## src/rtl/scoreboard_forward_unit_if.sv

```systemverilog
`default_nettype none
// ============================================================================
//  Module      : scoreboard_forward_unit_if
//  Description : Signal bundle between the pipeline datapath and the
//                scoreboard/forwarding unit.
//                master : pipeline side (drives hazard inputs, receives
//                         forward selects, stall/flush controls, MC status)
//                slave  : scoreboard_forward_unit side
//  Signals     : RegWriteM/W, MemReadE, MC_issueE, PCSrcE, RegWriteD, MC_D
//                RD_E/M/W/D, Rs1_D, Rs2_D, Rs1_E, Rs2_E      (to unit)
//                ForwardAE/BE, StallF/D, FlushD/E, MC_done,
//                MC_rd, stall_cycles                          (from unit)
//  Revision    : 1.0  initial release
// ============================================================================
interface scoreboard_forward_unit_if #(
    parameter int ADDR_W      = 5,
    parameter int STALL_CNT_W = 16
);
    // Pipeline -> unit
    logic                   RegWriteM;
    logic                   RegWriteW;
    logic                   MemReadE;
    logic                   MC_issueE;
    logic                   PCSrcE;
    logic                   RegWriteD;
    logic                   MC_D;
    logic [ADDR_W-1:0]      RD_E;
    logic [ADDR_W-1:0]      RD_M;
    logic [ADDR_W-1:0]      RD_W;
    logic [ADDR_W-1:0]      RD_D;
    logic [ADDR_W-1:0]      Rs1_D;
    logic [ADDR_W-1:0]      Rs2_D;
    logic [ADDR_W-1:0]      Rs1_E;
    logic [ADDR_W-1:0]      Rs2_E;

    // Unit -> pipeline
    logic [1:0]             ForwardAE;
    logic [1:0]             ForwardBE;
    logic                   StallF;
    logic                   StallD;
    logic                   FlushD;
    logic                   FlushE;
    logic                   MC_done;
    logic [ADDR_W-1:0]      MC_rd;
    logic [STALL_CNT_W-1:0] stall_cycles;

    modport master (
        output RegWriteM, RegWriteW, MemReadE, MC_issueE, PCSrcE,
               RegWriteD, MC_D,
               RD_E, RD_M, RD_W, RD_D, Rs1_D, Rs2_D, Rs1_E, Rs2_E,
        input  ForwardAE, ForwardBE, StallF, StallD, FlushD, FlushE,
               MC_done, MC_rd, stall_cycles
    );

    modport slave (
        input  RegWriteM, RegWriteW, MemReadE, MC_issueE, PCSrcE,
               RegWriteD, MC_D,
               RD_E, RD_M, RD_W, RD_D, Rs1_D, Rs2_D, Rs1_E, Rs2_E,
        output ForwardAE, ForwardBE, StallF, StallD, FlushD, FlushE,
               MC_done, MC_rd, stall_cycles
    );
endinterface
`default_nettype wire

```

## src/rtl/scoreboard_forward_unit.sv

```systemverilog
`default_nettype none
// ============================================================================
//  Module      : scoreboard_forward_unit
//  Description : Hazard unit for an in-order pipeline with one outstanding
//                fixed-latency multicycle operation. Tracks the multicycle
//                destination register (scoreboard), detects load-use and
//                scoreboard hazards, generates stall/flush controls, selects
//                forwarding sources for both E-stage operands and counts
//                stall cycles (saturating).
//  Ports       : clk           rising-edge clock
//                rst           asynchronous active-low reset
//                bus (slave)   hazard inputs / control outputs, see
//                              scoreboard_forward_unit_if
//  Parameters  : ADDR_W        register-address width (x0 = address 0)
//                MC_LAT        multicycle latency, issue to done (2..2^CNT_W)
//                CNT_W         latency down-counter width
//                STALL_CNT_W   stall-cycle counter width
//                The interface instance must use the same ADDR_W and
//                STALL_CNT_W as this module.
//  Revision    : 1.0  initial release
// ============================================================================
module scoreboard_forward_unit #(
    parameter int ADDR_W      = 5,
    parameter int MC_LAT      = 4,
    parameter int CNT_W       = 4,
    parameter int STALL_CNT_W = 16
) (
    input  logic                     clk,
    input  logic                     rst,
    scoreboard_forward_unit_if.slave bus
);

    // Counter reload: done is flagged when cnt reaches zero, so loading
    // MC_LAT-1 at issue puts the done cycle exactly MC_LAT cycles later.
    localparam logic [CNT_W-1:0]       CNT_LOAD  = CNT_W'(MC_LAT - 1);
    localparam logic [STALL_CNT_W-1:0] STALL_MAX = {STALL_CNT_W{1'b1}};
    localparam logic [1:0]             FWD_RF    = 2'b00;
    localparam logic [1:0]             FWD_W     = 2'b01;
    localparam logic [1:0]             FWD_M     = 2'b10;
    localparam logic [1:0]             FWD_MC    = 2'b11;

    // ------------------------------------------------------------------
    // Registered state
    // ------------------------------------------------------------------
    logic                   mc_busy;
    logic [ADDR_W-1:0]      mc_rd_q;
    logic [CNT_W-1:0]       cnt;
    logic [STALL_CNT_W-1:0] stall_q;

    // ------------------------------------------------------------------
    // Combinational hazard detection
    // ------------------------------------------------------------------
    logic mc_done_int;      // ungated done (state already cleared in reset)
    logic mc_live;          // op in flight whose result is not yet available
    logic issue_accept;
    logic lu_hazard;
    logic sb_reg_match;
    logic sb_hazard;
    logic stall_int;

    assign mc_done_int  = mc_busy & (cnt == '0);
    assign mc_live      = mc_busy & ~mc_done_int;

    // The done cycle frees the unit, so an issue presented in that same
    // cycle is taken; the reload makes the new op wait its full latency.
    assign issue_accept = bus.MC_issueE & (~mc_busy | mc_done_int);

    assign lu_hazard    = bus.MemReadE
                        & (bus.RD_E != '0)
                        & ((bus.RD_E == bus.Rs1_D) | (bus.RD_E == bus.Rs2_D));

    // RAW on either source or WAW on the destination of the D instruction.
    // x0 never creates a dependency.
    assign sb_reg_match = (mc_rd_q != '0)
                        & ((mc_rd_q == bus.Rs1_D)
                         | (mc_rd_q == bus.Rs2_D)
                         | (bus.RegWriteD & (mc_rd_q == bus.RD_D)));

    // A second multicycle op may not enter E while one is outstanding, nor
    // collide with one being issued right now.
    assign sb_hazard    = (mc_live & (sb_reg_match | bus.MC_D))
                        | (bus.MC_issueE & bus.MC_D);

    assign stall_int    = lu_hazard | sb_hazard;

    // ------------------------------------------------------------------
    // Forward select: the multicycle result is always the youngest writer
    // (younger WAW is blocked by the scoreboard), then M, then W.
    // ------------------------------------------------------------------
    function automatic logic [1:0] fwd_sel(
        input logic [ADDR_W-1:0] rs,
        input logic              mc_done,
        input logic [ADDR_W-1:0] mc_rd,
        input logic              wr_m,
        input logic [ADDR_W-1:0] rd_m,
        input logic              wr_w,
        input logic [ADDR_W-1:0] rd_w
    );
        logic [1:0] sel;
        sel = FWD_RF;
        if (mc_done && (mc_rd != '0) && (mc_rd == rs)) begin
            sel = FWD_MC;
        end else if (wr_m && (rd_m != '0) && (rd_m == rs)) begin
            sel = FWD_M;
        end else if (wr_w && (rd_w != '0) && (rd_w == rs)) begin
            sel = FWD_W;
        end
        return sel;
    endfunction

    logic [1:0] fwd_a;
    logic [1:0] fwd_b;

    always_comb begin
        fwd_a = fwd_sel(bus.Rs1_E, mc_done_int, mc_rd_q,
                        bus.RegWriteM, bus.RD_M, bus.RegWriteW, bus.RD_W);
        fwd_b = fwd_sel(bus.Rs2_E, mc_done_int, mc_rd_q,
                        bus.RegWriteM, bus.RD_M, bus.RegWriteW, bus.RD_W);
    end

    // ------------------------------------------------------------------
    // Outputs: all combinational, forced to zero while reset is asserted
    // (the inputs may still be toggling during reset).
    // ------------------------------------------------------------------
    always_comb begin
        bus.ForwardAE    = 2'b00;
        bus.ForwardBE    = 2'b00;
        bus.StallF       = 1'b0;
        bus.StallD       = 1'b0;
        bus.FlushD       = 1'b0;
        bus.FlushE       = 1'b0;
        bus.MC_done      = 1'b0;
        bus.MC_rd        = '0;
        bus.stall_cycles = '0;
        if (rst) begin
            bus.ForwardAE    = fwd_a;
            bus.ForwardBE    = fwd_b;
            bus.StallF       = stall_int;
            bus.StallD       = stall_int;
            // Stalls remain asserted on a taken branch; the flush wins in
            // the pipeline registers.
            bus.FlushD       = bus.PCSrcE;
            bus.FlushE       = stall_int | bus.PCSrcE;
            bus.MC_done      = mc_done_int;
            bus.MC_rd        = mc_rd_q;
            bus.stall_cycles = stall_q;
        end
    end

    // ------------------------------------------------------------------
    // Multicycle tracker and stall counter
    // ------------------------------------------------------------------
    always_ff @(posedge clk or negedge rst) begin
        if (!rst) begin
            mc_busy <= 1'b0;
            mc_rd_q <= '0;
            cnt     <= '0;
            stall_q <= '0;
        end else begin
            if (issue_accept) begin
                mc_busy <= 1'b1;
                mc_rd_q <= bus.RD_E;
                cnt     <= CNT_LOAD;
            end else if (mc_done_int) begin
                mc_busy <= 1'b0;
            end else if (mc_busy) begin
                cnt     <= cnt - CNT_W'(1);
            end

            if (stall_int && (stall_q != STALL_MAX)) begin
                stall_q <= stall_q + STALL_CNT_W'(1);
            end
        end
    end

endmodule
`default_nettype wire

```

## src/flat_wrapper.sv

```systemverilog
// flat-port wrapper written by rule: the top's interface ports become plain ports
module scoreboard_forward_unit_flat 
#(
    parameter int ADDR_W      = 5,
    parameter int MC_LAT      = 4,
    parameter int CNT_W       = 4,
    parameter int STALL_CNT_W = 16
)
  (clk, rst, bus_RegWriteM, bus_RegWriteW, bus_MemReadE, bus_MC_issueE, bus_PCSrcE, bus_RegWriteD, bus_MC_D, bus_RD_E, bus_RD_M, bus_RD_W, bus_RD_D, bus_Rs1_D, bus_Rs2_D, bus_Rs1_E, bus_Rs2_E, bus_ForwardAE, bus_ForwardBE, bus_StallF, bus_StallD, bus_FlushD, bus_FlushE, bus_MC_done, bus_MC_rd, bus_stall_cycles);
  scoreboard_forward_unit_if #(.ADDR_W(ADDR_W), .STALL_CNT_W(STALL_CNT_W)) bus_i ();
  input  logic clk;
  input  logic rst;
  input wire logic [$bits(bus_i.RegWriteM)-1:0] bus_RegWriteM;
  input wire logic [$bits(bus_i.RegWriteW)-1:0] bus_RegWriteW;
  input wire logic [$bits(bus_i.MemReadE)-1:0] bus_MemReadE;
  input wire logic [$bits(bus_i.MC_issueE)-1:0] bus_MC_issueE;
  input wire logic [$bits(bus_i.PCSrcE)-1:0] bus_PCSrcE;
  input wire logic [$bits(bus_i.RegWriteD)-1:0] bus_RegWriteD;
  input wire logic [$bits(bus_i.MC_D)-1:0] bus_MC_D;
  input wire logic [$bits(bus_i.RD_E)-1:0] bus_RD_E;
  input wire logic [$bits(bus_i.RD_M)-1:0] bus_RD_M;
  input wire logic [$bits(bus_i.RD_W)-1:0] bus_RD_W;
  input wire logic [$bits(bus_i.RD_D)-1:0] bus_RD_D;
  input wire logic [$bits(bus_i.Rs1_D)-1:0] bus_Rs1_D;
  input wire logic [$bits(bus_i.Rs2_D)-1:0] bus_Rs2_D;
  input wire logic [$bits(bus_i.Rs1_E)-1:0] bus_Rs1_E;
  input wire logic [$bits(bus_i.Rs2_E)-1:0] bus_Rs2_E;
  output wire logic [$bits(bus_i.ForwardAE)-1:0] bus_ForwardAE;
  output wire logic [$bits(bus_i.ForwardBE)-1:0] bus_ForwardBE;
  output wire logic [$bits(bus_i.StallF)-1:0] bus_StallF;
  output wire logic [$bits(bus_i.StallD)-1:0] bus_StallD;
  output wire logic [$bits(bus_i.FlushD)-1:0] bus_FlushD;
  output wire logic [$bits(bus_i.FlushE)-1:0] bus_FlushE;
  output wire logic [$bits(bus_i.MC_done)-1:0] bus_MC_done;
  output wire logic [$bits(bus_i.MC_rd)-1:0] bus_MC_rd;
  output wire logic [$bits(bus_i.stall_cycles)-1:0] bus_stall_cycles;
  assign bus_i.RegWriteM = bus_RegWriteM;
  assign bus_i.RegWriteW = bus_RegWriteW;
  assign bus_i.MemReadE = bus_MemReadE;
  assign bus_i.MC_issueE = bus_MC_issueE;
  assign bus_i.PCSrcE = bus_PCSrcE;
  assign bus_i.RegWriteD = bus_RegWriteD;
  assign bus_i.MC_D = bus_MC_D;
  assign bus_i.RD_E = bus_RD_E;
  assign bus_i.RD_M = bus_RD_M;
  assign bus_i.RD_W = bus_RD_W;
  assign bus_i.RD_D = bus_RD_D;
  assign bus_i.Rs1_D = bus_Rs1_D;
  assign bus_i.Rs2_D = bus_Rs2_D;
  assign bus_i.Rs1_E = bus_Rs1_E;
  assign bus_i.Rs2_E = bus_Rs2_E;
  assign bus_ForwardAE = bus_i.ForwardAE;
  assign bus_ForwardBE = bus_i.ForwardBE;
  assign bus_StallF = bus_i.StallF;
  assign bus_StallD = bus_i.StallD;
  assign bus_FlushD = bus_i.FlushD;
  assign bus_FlushE = bus_i.FlushE;
  assign bus_MC_done = bus_i.MC_done;
  assign bus_MC_rd = bus_i.MC_rd;
  assign bus_stall_cycles = bus_i.stall_cycles;
  scoreboard_forward_unit #(.ADDR_W(ADDR_W), .MC_LAT(MC_LAT), .CNT_W(CNT_W), .STALL_CNT_W(STALL_CNT_W)) u_core (.clk(clk), .rst(rst), .bus(bus_i));
endmodule
```

## config.mk

```make
export PLATFORM = sky130hd
export DESIGN_NAME = scoreboard_forward_unit_flat
export DESIGN_NICKNAME = d
export VERILOG_FILES = /design/src/rtl/scoreboard_forward_unit_if.sv /design/src/rtl/scoreboard_forward_unit.sv /design/src/flat_wrapper.sv
export SDC_FILE = /design/constraint.sdc
export NUM_CORES = 1
export LEC_CHECK = 0
export ABC_AREA = 1
export CORE_UTILIZATION = 40
export CTS_CLUSTER_SIZE = 24
export DETAILED_ROUTE_END_ITERATION = 8
export DONT_BUFFER_PORTS = 1
export MAX_ROUTING_LAYER = met4
export PLACE_DENSITY = 0.64
export SKIP_CTS_REPAIR_TIMING = 1
export SLEW_MARGIN = 20
export SYNTH_ARGS = -nofsm -noshare
export SYNTH_HDL_FRONTEND = slang
export SYNTH_SLANG_ARGS = --single-unit
```

## constraint.sdc

```tcl
create_clock -name clk -period 2.6 [get_ports clk]
set_input_delay 0.78 -clock clk [delete_from_list [all_inputs] [get_ports clk]]
set_output_delay 0.78 -clock clk [all_outputs]
set_load 0.02 [all_outputs]
```

=== Word-level counts from Yosys, hierarchy flattened ===
Index checks and enable logic that the tools add are counted.

* Output and inout port bits: 30
* Flip-flop bits (word level): 26

* Bitwise operators: 19
* Muxes and demuxes: 19
* Equal/unequal tests: 13
* Add/subtract/negate cells: 2
* Reductions and logical operators: 18

{| class="wikitable"
|+ Operators with widths
! kind !! count
|-
| $eq 5x5->1 || 11
|-
| $reduce_bool 5->1 || 4
|-
| $add 16x1->16 const B || 1
|-
| $mux 16 || 1
|-
| $ne 16x16->1 const B || 1
|-
| $mux 2 || 6
|-
| $mux 4 || 3
|-
| $logic_and 1x1->1 || 10
|-
| $and 1x1->1 || 9
|-
| $mux 1 || 8
|-
| $or 1x1->1 || 8
|-
| $mux 5 || 1
|-
| $logic_not 4->1 || 1
|-
| $reduce_bool 2->1 || 2
|-
| $sub 4x1->4 const B || 1
|-
| $ne 2x2->1 const B || 1
|-
| $not 1->1 || 2
|-
| $reduce_and 2->1 || 1
|}

=== Logic depth before layout (Yosys ltp) ===
* Depth after elaboration: 10
* Gate-level depth with buffers: 14
* Mapped depth without buffers: 11

=== Worst setup path before layout ===
Ideal clock, no wire load.

* Kind: input-to-output
* Start point: in bus_RD_E[2]
* End point: out bus_StallF
* Data required time: 1.820 ns
* Stages: 11
* Data arrival time: 1.934 ns
* Path slack: -0.114 ns
* Cell sequence: inv_1 nand4_1 o21ai_0 inv_1 a21oi_2 nand2_2 buf_6 buf_12 nand2_2 inv_1 buf_4

* Longest elaborated chain between the ends: 5
* Elaborated cells between the ends (all ways): 8

{| class="wikitable"
|+ Ends and longest elaborated chain
! what !! RTL line !! RTL
|-
| start, declared || flat_wrapper.sv:20 || <nowiki>input wire logic [$bits(bus_i.RD_E)-1:0] bus_RD_E;</nowiki>
|-
| $eq 5x5->1 / $reduce_bool 5->1 (equally long branches) || scoreboard_forward_unit.sv:70, scoreboard_forward_unit.sv:69 ||
|-
| $or 1x1->1 / $and 1x1->1 (equally long branches) || scoreboard_forward_unit.sv:70, scoreboard_forward_unit.sv:69 ||
|-
| $and 1x1->1 * || scoreboard_forward_unit.sv:70 || <nowiki>& ((bus.RD_E == bus.Rs1_D) | (bus.RD_E == bus.Rs2_D));</nowiki>
|-
| $or 1x1->1 * || scoreboard_forward_unit.sv:84 || <nowiki>assign stall_int = lu_hazard | sb_hazard;</nowiki>
|-
| $mux 1 * || n/a ||
|-
| end, declared || flat_wrapper.sv:30 || <nowiki>output wire logic [$bits(bus_i.StallF)-1:0] bus_StallF;</nowiki>
|}

Every way passes the cells marked *; elsewhere a longest branch is shown, timed or not.

=== Worst setup path in the final report ===
* Start point: reg u_core.cnt[0]
* End point: out bus_FlushE

* Longest elaborated chain between the ends: 9

{| class="wikitable"
|+ Ends and longest elaborated chain
! what !! RTL line !! RTL
|-
| start, declared || scoreboard_forward_unit.sv:47 || <nowiki>logic [CNT_W-1:0] cnt;</nowiki>
|-
| start signal, assigned || scoreboard_forward_unit.sv:167 || <nowiki>cnt <= cnt - CNT_W'(1);</nowiki>
|-
| $logic_not 4->1 || scoreboard_forward_unit.sv:61 || <nowiki>assign mc_done_int = mc_busy & (cnt == '0);</nowiki>
|-
| $and 1x1->1 || scoreboard_forward_unit.sv:61 ||
|-
| $not 1->1 || scoreboard_forward_unit.sv:62 || <nowiki>assign mc_live = mc_busy & ~mc_done_int;</nowiki>
|-
| $and 1x1->1 || scoreboard_forward_unit.sv:62 ||
|-
| $and 1x1->1 || scoreboard_forward_unit.sv:81 || <nowiki>assign sb_hazard = (mc_live & (sb_reg_match | bus.MC_D))</nowiki>
|-
| $or 1x1->1 || scoreboard_forward_unit.sv:82 || <nowiki>| (bus.MC_issueE & bus.MC_D);</nowiki>
|-
| $or 1x1->1 || scoreboard_forward_unit.sv:84 ||
|-
| $or 1x1->1 || scoreboard_forward_unit.sv:143 || <nowiki>bus.FlushE = stall_int | bus.PCSrcE;</nowiki>
|-
| $mux 1 || scoreboard_forward_unit.sv:135 || <nowiki>if (rst) begin</nowiki>
|-
| end, declared || flat_wrapper.sv:33 || <nowiki>output wire logic [$bits(bus_i.FlushE)-1:0] bus_FlushE;</nowiki>
|}

No other way between the ends.

==> results.toml <==
[worst_setup_path]
reg2reg_slack_ns = 0.73
critPathMaxStageDelay_ns = 0.40
cp-end-kind = "output port"
path_max_fanout = 5
r2r-start = "u_core.cnt[0]$_DFFE_PN0P_"
required_ns = 1.82
crit_slowest_cell = "dfrtp_1"
worstSetupPathType = "reg -> out"
worst_ep_arrival_time_ns = 1.75
rr_worst_depth = 12
startpoint_type = "flop"
cpMostUsedCell = "nand2_4"
rr_endpoint = "u_core.stall_q[3]$_DFFE_PN0P_"
crit_path_cell_trace = "inv_2 > ha_4 > nand3_2 > and2_4 > nor2_4 > nor2_2 > a21oi_2 > nand2_2 > nand2_4 > nand2_4"

[drt]
drt-pass1-iter-count = 4
wl_per_cell_um = 12.23
drc = 0
top_layer_used = "met4"
wl_met3_um = 336
met1Wirelength_um = 2635
post_drt_via_cell_ratio = 4.880
wl_met2_um = 2579
num_vias = 2235
ant_nets = 0
initialDrtViolationCount = 82
routed_wl_um = 5601

[clocking]
cts.path.max_buffers = 2
cts_made_buffers = 3
cts_tree = "built"
clkTransAtPathRegs_ns = 0.09
insertion_delay_ns = 0.27
cts.sinks = 26
htreeDepth = 1
cts_root_buf = "clkbuf_8"

[sta]
setup_violations = 0
timing.final.crit_share_pct = 97.14
relSlewSlack_pct = 72.85
drv_slew = 0
worst_hold_slack_ns = 0.1910
layout_setup_ws_ns = 0.07443
hold_viol = 0
rsz0062_at_grt = "true"
fmax_ghz = 0.3960
min_period_ns = 2.526
tightest_slew_ns = 0.4057
skew_ns = 0.002071

[placed_design]
placed_area_sq_um = 2606
globalplace.congestion = 0.8277
dp_cells = 451
numPortBuffers = 0
place_ws_ns = 0.1138
hpwlAfterDp_um = 4424

[finish]
synthToLayoutAreaGrowth_pct = 5.416
mostFrequentLayoutCell = "nand2_1"
drive_above_1_share_pct = 13.32
diodes = 0
final_cells = 458
final_area_sq_um = 2728
final_nets = 435
layout_common_cells = "110 x nand2_1, 59 x inv_1, 36 x xor2_1"
n_fill_cell = 648

[global_route]
grt_antenna_before_repair = 0
grt_overflow_total = 0
groute.usage.overall_pct = 18.15
grt_max_degree = 51
grt_pass1_wl_um = 9183
grt_pass1_vias = 2119

[yosys]
yosys_warnings = 0
synth_area_leader_cell = "dfrtp_1"
synth_area_leaders = "dfrtp_1 25%, nand2_1 16%, xor2_1 12%"
synth_cell_types = 31
ys_ff_latch = 26
postSynthCellCount = 384
synth_area_sq_um = 2587
syn-num-nets = 435
yosysSeqAreaShare_pct = 25.15
synth_top_area_share_pct = 25.15
synth_area_per_cell_sq_um = 6.738

[die]
die_y_um = 82.43
initial_core_util_pct = 42.45
rows = 28
core_sq_um = 6096
die_area_sq_um = 6795
io-pin-count = 79
die_x_um = 82.43

[power]
leakage_nw = 1.496
max-vdd-ir-drop_mv = 0.3984
power_density_nw_per_um2 = 693.9

[min_path]
min_path_type = "in -> async"

[run_status]
outcome = "completed"

[flow_run]
cap_violations = 0
-- kinds of logic (layout without fill, tap and decap cells) --
family / after synthesis / after routing / synth area share [%]
compound gates: 22 / 22 / 4.449
buf+inv: 81 / 80 / 14.75
fa+ha+maj: 2 / 2 / 0.9670
flops: 26 / 26 / 25.14
simple gates: 198 / 198 / 36.07
xor+xnor: 55 / 55 / 18.62
-- through the flow --
step / TNS [ns] / power [mW] / utilization, %
finish: 0 / 1.893 / 44.75
detailed placement: 0 / 1.579 / 42.75
floorplan: 0 / 1.541 / -
global route: -0.1807 / 2.082 / 44.75
global placement: 0 / 1.559 / 42.75
CTS: -0.5001 / 1.857 / 43.66
-- where the power goes --
group	switching, mW	internal [mW]	total (mW)
logic	0.541	0.374	0.915
clock network	0.128	0.136	0.264
registers	0.190	0.524	0.713
-- synth_stat cells, drive strengths merged --
cell and count:
nor2 27, dfrtp 26, nand2 116, clkbuf 3
nand3 32, nand4 10, o22ai 1, o21ai 14
and2 1, buf 11, xor2 36, a21oi 7
nor4 3, ha 2, nor3 9, inv 67
xnor2 19
-- critical path, delay by kind of cell (launching register included) --
kind                       cells  cell delay (ns)
AOI/OAI and AO/OA              1             0.14
and+or+nand+nor                7             0.70
adders and majority gates      1             0.14
buffers and inverters          1             0.08
DFF                            1             0.40
-- registers in the layout, indices dropped and copies added (netlist names) --
name / count
u_core.cnt: 4
u_core.mc_busy: 1
u_core.mc_rd_q: 5
u_core.stall_q: 16
-- area by class of cell --
type / instances / area, sq um / area share (%)
multi-input combinational: 277 / 1594 / 58.44
sequential: 26 / 654.4 / 23.99
inverter: 67 / 259.0 / 9.495
tap: 75 / 93.84 / 3.440
timing repair buffer: 9 / 71.32 / 2.615
clock buffer: 4 / 55.05 / 2.018
-- how the worst max path moves through the flow --
stage | from | endpoint | cells after the start
floorplan | bus_RD_E[2] | bus_StallF | 11
global placement | bus_RD_E[2] | bus_FlushE | 8
detailed placement | bus_RD_E[2] | bus_FlushE | 8
CTS | u_core.cnt[0]$_DFFE_PN0P_ | bus_ForwardAE[0] | 7
global route | u_core.cnt[0]$_DFFE_PN0P_ | bus_ForwardBE[1] | 7
finish | u_core.cnt[0]$_DFFE_PN0P_ | bus_FlushE | 10
-- metal layers --
| layer | vias to the layer above | GRT usage (%) |
|---|---|---|
| met4 | 0 | 4.561 |
| met1 | 993 | 21.83 |
| met3 | 4 | 3.736 |
| li1 | 1169 | - |
| met2 | 69 | 30.91 |
| met5 | - | - |
Power figures use the tool's default switching activity.
